File: src/rtl/uart_pkg.sv
// Shared UART constants: baud divisor table for a
// 50 MHz clock with 16x oversampling, plus encodings.
package uart_pkg;

  localparam int BAUD_SEL_W  = 3;
  localparam int OSR_DEFAULT = 16;

  localparam logic [BAUD_SEL_W-1:0] BAUD_300    = 3'd0;
  localparam logic [BAUD_SEL_W-1:0] BAUD_1200   = 3'd1;
  localparam logic [BAUD_SEL_W-1:0] BAUD_4800   = 3'd2;
  localparam logic [BAUD_SEL_W-1:0] BAUD_9600   = 3'd3;
  localparam logic [BAUD_SEL_W-1:0] BAUD_19200  = 3'd4;
  localparam logic [BAUD_SEL_W-1:0] BAUD_38400  = 3'd5;
  localparam logic [BAUD_SEL_W-1:0] BAUD_57600  = 3'd6;
  localparam logic [BAUD_SEL_W-1:0] BAUD_115200 = 3'd7;

  localparam logic [15:0] BAUD_DIV_INT [8] = '{
    16'd10416, 16'd2604, 16'd651, 16'd325,
    16'd162,   16'd81,   16'd54,  16'd27
  };

  localparam logic [3:0] BAUD_DIV_FRAC [8] = '{
    4'd11, 4'd3, 4'd1, 4'd8,
    4'd12, 4'd6, 4'd4, 4'd2
  };

endpackage

File: src/rtl/uart_frac_div.sv
// Fractional prescaler: D clocks per tick, D+1 when the
// fraction accumulator carries.
module uart_frac_div
  import uart_pkg::*;
#(
  parameter int DIV_W  = 16,
  parameter int FRAC_W = 4
) (
  input  logic              clk,
  input  logic              reset,
  input  logic              clear,
  input  logic              load,
  input  logic [DIV_W-1:0]  div_int,
  input  logic [FRAC_W-1:0] div_frac,
  output logic              tick
);

  logic              run;
  logic [DIV_W-1:0]  cnt;
  logic [DIV_W-1:0]  act_int;
  logic [FRAC_W-1:0] act_frac;
  logic [FRAC_W-1:0] acc;
  logic [DIV_W-1:0]  eff_int;
  logic [FRAC_W-1:0] eff_frac;
  logic [FRAC_W:0]   acc_sum;
  logic [DIV_W:0]    cnt_nxt;
  logic [DIV_W:0]    period;
  logic              wrap;

  // The first period after a clear takes the divisor straight
  // from the input; later periods use the latched copy.
  always_comb begin
    eff_int  = run ? act_int : div_int;
    eff_frac = run ? act_frac : div_frac;
    acc_sum  = {1'b0, acc} + {1'b0, eff_frac};
    period   = {1'b0, eff_int}
             + (DIV_W+1)'(acc_sum[FRAC_W]);
    cnt_nxt  = {1'b0, cnt} + (DIV_W+1)'(1);
    wrap     = (cnt_nxt == period);
    tick     = wrap && !clear;
  end

  always_ff @(posedge clk or posedge reset) begin
    if (reset) begin
      run <= 1'b0;
      cnt <= '0;
      acc <= '0;
    end else if (clear) begin
      run <= 1'b0;
      cnt <= '0;
      acc <= '0;
    end else begin
      run <= 1'b1;
      if (wrap) begin
        cnt <= '0;
        acc <= acc_sum[FRAC_W-1:0];
      end else begin
        cnt <= cnt_nxt[DIV_W-1:0];
      end
    end
  end

  always_ff @(posedge clk or posedge reset) begin
    if (reset) begin
      act_int  <= '0;
      act_frac <= '0;
    end else if (load || clear || !run || wrap) begin
      act_int  <= div_int;
      act_frac <= div_frac;
    end
  end

endmodule

File: src/rtl/uart_baud_gen.sv
// UART baud tick generator: oversample, mid-bit and bit
// strobes from a table or runtime fractional divisor.
module uart_baud_gen
  import uart_pkg::*;
#(
  parameter int DIV_W  = 16,
  parameter int FRAC_W = 4,
  parameter int OSR    = OSR_DEFAULT
) (
  input  logic                  clk,
  input  logic                  reset,
  input  logic                  enable,
  input  logic [BAUD_SEL_W-1:0] baud_select,
  input  logic                  use_cfg,
  input  logic [DIV_W-1:0]      cfg_div_int,
  input  logic [FRAC_W-1:0]     cfg_div_frac,
  input  logic                  resync,
  output logic                  sample_tick,
  output logic                  bit_tick,
  output logic                  mid_tick,
  output logic                  cfg_err
);

  localparam int IDX_W = $clog2(OSR);
  localparam logic [IDX_W-1:0] IDX_LAST =
    IDX_W'(OSR - 1);
  localparam logic [IDX_W-1:0] IDX_MID =
    IDX_W'(OSR / 2 - 1);

  logic [DIV_W-1:0]  sel_int;
  logic [FRAC_W-1:0] sel_frac;
  logic              div_bad;
  logic              hold;
  logic              clear;
  logic              tick;
  logic [IDX_W-1:0]  idx;

  always_comb begin
    sel_int  = DIV_W'(BAUD_DIV_INT[baud_select]);
    sel_frac = FRAC_W'(BAUD_DIV_FRAC[baud_select]);
    if (use_cfg) begin
      sel_int  = cfg_div_int;
      sel_frac = cfg_div_frac;
    end
  end

  assign div_bad = (sel_int < DIV_W'(2));
  assign hold    = resync || !enable;
  assign clear   = hold || div_bad;
  assign cfg_err = div_bad && !reset;

  uart_frac_div #(
    .DIV_W  (DIV_W),
    .FRAC_W (FRAC_W)
  ) u_frac_div (
    .clk      (clk),
    .reset    (reset),
    .clear    (clear),
    .load     (hold),
    .div_int  (sel_int),
    .div_frac (sel_frac),
    .tick     (tick)
  );

  always_ff @(posedge clk or posedge reset) begin
    if (reset) begin
      idx         <= '0;
      sample_tick <= 1'b0;
      bit_tick    <= 1'b0;
      mid_tick    <= 1'b0;
    end else begin
      sample_tick <= tick;
      bit_tick    <= tick && (idx == IDX_LAST);
      mid_tick    <= tick && (idx == IDX_MID);
      if (clear) begin
        idx <= '0;
      end else if (tick) begin
        idx <= (idx == IDX_LAST) ? '0 : idx + IDX_W'(1);
      end
    end
  end

endmodule

File: config.mk
export PLATFORM = sky130hd
export DESIGN_NAME = uart_baud_gen
export DESIGN_NICKNAME = d
export VERILOG_FILES = /design/src/rtl/uart_pkg.sv /design/src/rtl/uart_frac_div.sv /design/src/rtl/uart_baud_gen.sv
export SDC_FILE = /design/constraint.sdc
export NUM_CORES = 1
export LEC_CHECK = 0
export ABC_AREA = 1
export BUFFER_PORTS_ARGS = -buffer_cell sky130_fd_sc_hd__buf_2
export CELL_PAD_IN_SITES_DETAIL_PLACEMENT = 1
export CELL_PAD_IN_SITES_GLOBAL_PLACEMENT = 2
export CORE_UTILIZATION = 35
export CTS_BUF_LIST = sky130_fd_sc_hd__clkbuf_4
export DETAILED_ROUTE_END_ITERATION = 8
export PLACE_DENSITY_LB_ADDON = 0.1
export SKIP_LAST_GASP = 1
export SYNTH_ARGS = -nofsm -noshare
export SYNTH_HDL_FRONTEND = slang
export SYNTH_SLANG_ARGS = --single-unit
export TNS_END_PERCENT = 100
File: constraint.sdc
create_clock -name clk -period 9.4 [get_ports clk]
set_input_delay 1.88 -clock clk [delete_from_list [all_inputs] [get_ports clk]]
set_output_delay 1.88 -clock clk [all_outputs]
set_load 0.01 [all_outputs]
### Word level (Yosys, flattened, before mapping)

Memories as Yosys holds them, arrays and structs flattened.
Index checks and enable logic that the tools add are counted.

| storage, ports and cells | value |
|---|---|
| word-level logic and storage cells | 52 |
| register bits | 48 |
| ROM bits | 160 |
| output and inout bits | 4 |
| memories | 2 |
| input bits | 28 |

Memories:

| memory | depth | width | rd ports | clocked after Yosys merged registers in | wr ports | line | text |
|---|---|---|---|---|---|---|---|
| (no name shown) | 8 | 16 | 1 | 0 | 0 | uart_baud_gen.sv:39 | `sel_int = DIV_W'(BAUD_DIV_INT[baud_select]);` |
| (no name shown) | 8 | 4 | 1 | 0 | 0 | uart_baud_gen.sv:40 | `sel_frac = FRAC_W'(BAUD_DIV_FRAC[baud_select]);` |

| operators by class | value |
|---|---|
| bitwise operators | 1 |
| order comparisons | 2 |
| reduce and logical (&&, ||, !) cells | 15 |
| equal/unequal tests | 3 |
| mux-type cells | 16 |
| $add $sub $neg | 4 |

Operators by type and width:

| operator | count |
|---|---|
| $mux W16 | 6 |
| $mux W4 | 9 |
| $add A16 B1 Y17 | 1 |
| $add A16 B1 Y17 const B | 1 |
| $eq A17 B17 Y1 | 1 |
| $lt A16 B2 Y1 const B | 1 |
| $add A4 B4 Y5 | 1 |
| $logic_or A1 B1 Y1 | 5 |
| $add A4 B1 Y4 const B | 1 |
| $eq A4 B3 Y1 const B | 1 |
| $eq A4 B4 Y1 const B | 1 |
| $ge A4 B4 Y1 const B | 1 |
| $logic_and A1 B1 Y1 | 4 |
| $logic_not A1 Y1 | 4 |
| $not A3 Y4 | 1 |
| $reduce_bool A2 Y1 | 2 |
| $mux W1 | 1 |

### Logic depth before layout (Yosys ltp)

| logic depth | value |
|---|---|
| word-level depth | 12 |
| mapped depth | 27 |
| mapped depth without buffers | 26 |

### By module

From an unflattened synthesis, not the netlist that was laid out.

| unflattened totals | value |
|---|---|
| cell total of the unflattened synthesis | 686 |
| area, all modules | 4290.4 um2 |

Modules (own cells, without submodules):

| module | sequential area each (um2) | instances | cells each | area each (um2) |
|---|---|---|---|---|
| uart_frac_div | 1026.0 | 1 | 530 | 3379.5 |
| uart_baud_gen | 175.2 | 1 | 156 | 910.9 |

### Worst setup path before layout

Ideal clock, no wire load.

| timing | value |
|---|---|
| kind | input -> register |
| start point | in baud_select[0] |
| end point | reg u_frac_div.acc[0] |
| required time | 9282 ps |
| arrival time | 4830 ps |
| stages on the path | 25 |
| path slack | 4452 ps |
| library setup time | 118 ps |
| buffers on the path | 2 |
| cell sequence | inv_1 -> ha_1 -> nand2_1 -> nand2_1 -> o21ai_0 -> nand2_1 -> nand2_1 -> ha_1 -> a21oi_1 -> o21ai_0 -> ha_1 -> ha_1 -> nor2_1 -> nor3b_1 -> nand3_1 -> a21oi_1 -> nand3_1 -> nor2_1 -> nand2_1 -> nor2_2 -> nand2_2 -> buf_6 -> buf_6 -> nand3_1 -> nand2_1 |

| between the ends | value |
|---|---|
| cells in the longest elaborated chain, start to end | 10 |
| elaborated cells on any way between the ends | 19 |
| those cells by class | add/sub (2); order compare (1); eq/ne (1); mux (10); bitwise (1); reduce/logical (2); memory (2) |

RTL lines:

| element | line | text |
|---|---|---|
| start, declared | uart_baud_gen.sv:13 | `input logic [BAUD_SEL_W-1:0] baud_select,` |
| $not A3 Y4 (implied by the code) * | uart_baud_gen.sv:39, uart_baud_gen.sv:40 |  |
| $mem_v2 Z8 W4 | -- |  |
| $mux W4 (implied by the code) (2 in a row) | uart_baud_gen.sv:40 |  |
| $mux W4 | uart_baud_gen.sv:41 | `if (use_cfg) begin` |
| $mux W4 | uart_frac_div.sv:34 | `eff_frac = run ? act_frac : div_frac;` |
| $add A4 B4 Y5 | uart_frac_div.sv:35 | `acc_sum = {1'b0, acc} + {1'b0, eff_frac};` |
| $add A16 B1 Y17 | uart_frac_div.sv:37 | `+ (DIV_W+1)'(acc_sum[FRAC_W]);` |
| $eq A17 B17 Y1 | uart_frac_div.sv:39 | `wrap = (cnt_nxt == period);` |
| $reduce_bool A2 Y1 (no source line) | -- |  |
| end signal, assigned | uart_frac_div.sv:56 | `acc <= acc_sum[FRAC_W-1:0];` |
| end, declared | uart_frac_div.sv:22 | `logic [FRAC_W-1:0] acc;` |

Mark *: on every way between the ends. The rest lies on a longest branch, timed or not. The select of a mux whose other input is x is not followed.
A chain may end at the register's enable or synchronous reset.

### Final worst setup path

| timing | value |
|---|---|
| start point | in use_cfg |
| end point | reg u_frac_div.act_int[15] |

| between the ends | value |
|---|---|
| cells in the longest elaborated chain, start to end | 6 |
| elaborated cells on any way between the ends | 12 |
| those cells by class | add/sub (2); order compare (1); eq/ne (1); mux (4); reduce/logical (4) |

RTL lines:

| element | line | text |
|---|---|---|
| start, declared | uart_baud_gen.sv:14 | `input logic use_cfg,` |
| $mux W4 or $mux W16 (tied branches) | uart_baud_gen.sv:41 |  |
| $mux W4 or $lt A16 B2 Y1 (tied branches) | uart_frac_div.sv:34, uart_baud_gen.sv:47 |  |
| $add A4 B4 Y5 or $logic_or A1 B1 Y1 (tied branches) | uart_frac_div.sv:35, uart_baud_gen.sv:49 |  |
| $add A16 B1 Y17 or $logic_or A1 B1 Y1 (tied branches) | uart_frac_div.sv:37, uart_frac_div.sv:67 |  |
| $eq A17 B17 Y1 or $logic_or A1 B1 Y1 (tied branches) | uart_frac_div.sv:39, uart_frac_div.sv:67 |  |
| $logic_or A1 B1 Y1 | uart_frac_div.sv:67 | `end else if (load \|\| clear \|\| !run \|\| wrap) begin` |
| end signal, assigned | uart_frac_div.sv:68 | `act_int <= div_int;` |
| end, declared | uart_frac_div.sv:20 | `logic [DIV_W-1:0] act_int;` |

Several ways; a longest one is shown, not always the timed one.

==> results.cfg <==
[status]
status = complete, no violations

[timing]
final.setup.tns_ns = 0
setup_viol = 0
slew_violations = 0
tightest_slew_ns = 1.083
grt_setup_unrepaired = false
period_share = 0.6634
skew_ns = 0.02104
maxSlewHeadroom = 0.2783
hold_violations = 0
fmaxAchievable_ghz = 0.1604
final.min_clock_period_ns = 6.236

[layout]
fill_cells = 1476
final_common_cell = nand2_1
drive_above_1_share = 0.1376
nets = 688
synthToLayoutAreaGrowth_pct = 6.935
most-common-layout-cells = 206 x nand2_1, 88 x nand3_1, 68 x inv_1
antenna_cells = 0

[worst_setup_path]
startpoint = use_cfg
worstReg2RegStart = u_frac_div.run$_DFF_PP0_
rr_endpoint = u_frac_div.act_int[15]$_DFFE_PP0P_
cp-start-kind = input pin
r2r_setup_slack_ns = 4.16
cp.required_ns = 9.74
cp-endpoint = u_frac_div.act_int[15]$_DFFE_PP0P_
path_max_fanout = 30
worstSetupPathType = input pin to flop
cp-end-kind = flop
worstPathArrival_ns = 6.57
rr_worst_depth = 21

[power]
finalPower_uw = 431.1
worst_ir_drop_vdd_mv = 0.04654
power.density_nw_per_um2 = 100.7
combPwrFrac = 0.251
p_leak_nw = 2.261
pwr-share-seq = 0.513
power.internal_uw = 278.2
swShare = 0.3548
p_sw_uw = 152.9
p_clk_frac = 0.236

[die]
die_x_um = 109.0
die_h_um = 109.0
rows = 38
coreArea_um2 = 10980
die_area_um2 = 11870
io_pins = 32
initial_utilization = 0.3647

[worst_hold_path]
holdCritPathClass = flop to flop
min_from = u_frac_div.act_int[10]$_DFFE_PP0P_

[route]
wl_mm = 12.04
post_drt_wl_per_cell_um = 15.30
first_iter_violations = 140
drtPass1Iterations = 4
vias_per_cell = 5.027
drc = 0
vias = 3956
ant_nets = 0

[synth]
ys_types = 37
syn_area_um2 = 4005
synth_fp_nets = 665
synth.ff_latch_count = 48
yosysSeqAreaShare = 0.2999
synth-edff-count = 0
async_reset_ff_frac = 1.000
avgSynthCellArea_um2 = 6.429
ys_warn_count = 0
ys.flop_type = dfrtp_1
netlist_instances = 623

[clock_tree]
hold_buffers = 0
post-cts-setup-buffer-count = 0
root_buffer = clkbuf_4
cts_tree = yes
numClockSinks = 48
clkTransAtPathRegs_ns = 0.15
cts_htree_levels = 2
cts_max_path_buffers = 2
cts-buffers-inserted = 5
insertion_delay_ns = 0.39
post_cts_resized = 0

[grt]
grt_max_degree = 49
grt_overflow = 0
grt_pass1_wl_mm = 20.16
first_global_vias = 4066
track_usage = 0.2209
antenna_found_initial = 0

[place]
dp.final_hpwl_mm = 9.643
globalplace.congestion = 0.8423
port_buffers = 31

[flow_run]
maxCapViolCount = 0
-- metrics by stage --
stage                     hold WS (ns)  worst slack (ns)  area, um2  instances    util
after floorplan                 0.4680             4.452       4005        623       -
after global placement          0.4821             2.809       4228        779  0.3849
after detailed placement        0.4911             2.718       4228        779  0.3849
after CTS                       0.5292             3.152       4283        787  0.3900
after global routing            0.5496             2.638       4283        787  0.3900
final                           0.5251             3.164       4283        787  0.3900
-- worst max-delay path, stage by stage --
cell     delay (ns)
buf_2          0.20
nor2_1         0.30
a21oi_1        0.07
a21oi_1        0.18
nand2_1        0.07
nand2_1        0.09
ha_1           0.18
inv_1          0.06
fa_1           0.40
o21ai_0        0.25
ha_1           0.26
ha_1           0.25
nand2_1        0.08
nor2_1         0.27
nand3_1        0.15
nand3_1        0.12
nand2_1        0.06
nor2_1         0.16
nand3_1        0.10
nor2_1         0.12
nand2_2        0.38
nand2_1        0.71
nand2_1        0.13
nand2_1        0.09
-- cell families (layout without fill, tap and decap cells) --
family / Yosys count / count (layout) / synth area share
adder cells (fa/ha/maj): 14 / 14 / 0.04561
AO/OA/AOI/OAI: 31 / 31 / 0.04405
flip-flops: 48 / 48 / 0.2999
buffers and inverters: 93 / 117 / 0.1009
AND/OR/NAND/NOR: 425 / 425 / 0.4833
XOR/XNOR: 12 / 12 / 0.02624
-- area by class of cell --
class,count,area (um2),share of cell area
Timing Repair Buffer,32,162.7,0.03798
Clock inverter,3,17.52,0.004090
Multi-Input combinational cell,482,2400,0.5603
Inverter,77,289.0,0.06748
Clock buffer,5,37.54,0.008764
Sequential cell,48,1201,0.2805
Tap cell,140,175.2,0.04090
-- sequential cells by signal (all words and copies together) (netlist names), 4 cells and up --
register             flops
idx                      4
u_frac_div.acc           4
u_frac_div.act_frac      4
u_frac_div.act_int      16
u_frac_div.cnt          16
-- power by group through the flow --
stage	clock (mW)	sequential, mW	combinational (mW)
2_1_floorplan	0	0.223	0.0807
3_3_place_gp	0	0.225	0.106
3_5_place_dp	0	0.225	0.109
4_1_cts	0.109	0.221	0.109
5_1_grt	0.116	0.223	0.124
6_report	0.102	0.221	0.108
-- cells in the mapped netlist (2+ instances only) --
master / number / area (um2)
clkbuf_1: 3 / 11.26
buf_2: 5 / 25.02
o211ai_1: 2 / 15.01
inv_1: 69 / 259.0
nand3_2: 8 / 80.08
o21ai_0: 14 / 70.07
nand2_2: 15 / 93.84
nor2_1: 58 / 217.7
buf_6: 6 / 67.56
o21bai_1: 3 / 22.52
xor2_1: 8 / 70.07
or2_1: 3 / 18.77
nor3_1: 7 / 35.03
a21oi_1: 6 / 30.03
or2_2: 6 / 37.54
nand3b_1: 5 / 37.54
inv_2: 7 / 26.28
nand2_1: 206 / 773.2
nor2_4: 3 / 33.78
ha_1: 13 / 162.7
nor2_2: 8 / 50.05
nor4_1: 4 / 25.02
nand3_1: 88 / 440.4
nand4_1: 11 / 68.82
dfrtp_1: 48 / 1201
xnor2_1: 4 / 35.03
o21ai_1: 3 / 15.01
-- how the worst min path moves through the flow --
stage / endpoint / slack, ns / cells after the start
after floorplan: u_frac_div.act_int[9]$_DFFE_PP0P_ / 0.47 / 2
after detailed placement: u_frac_div.act_int[9]$_DFFE_PP0P_ / 0.49 / 2
after global placement: u_frac_div.act_int[9]$_DFFE_PP0P_ / 0.48 / 2
after CTS: u_frac_div.act_int[9]$_DFFE_PP0P_ / 0.53 / 2
final: u_frac_div.act_int[10]$_DFFE_PP0P_ / 0.53 / 2
after global routing: u_frac_div.act_int[10]$_DFFE_PP0P_ / 0.55 / 2
-- per-layer routing --
metal / up-vias / GRT usage / share of wire
met5: - / 0 / 0
met4: 0 / 0.05405 / 0.014
met3: 11 / 0.02451 / 0.022
met2: 48 / 0.3926 / 0.49
met1: 1878 / 0.2832 / 0.47
li1: 2019 / - / -
(Power assumes the default switching activity.)
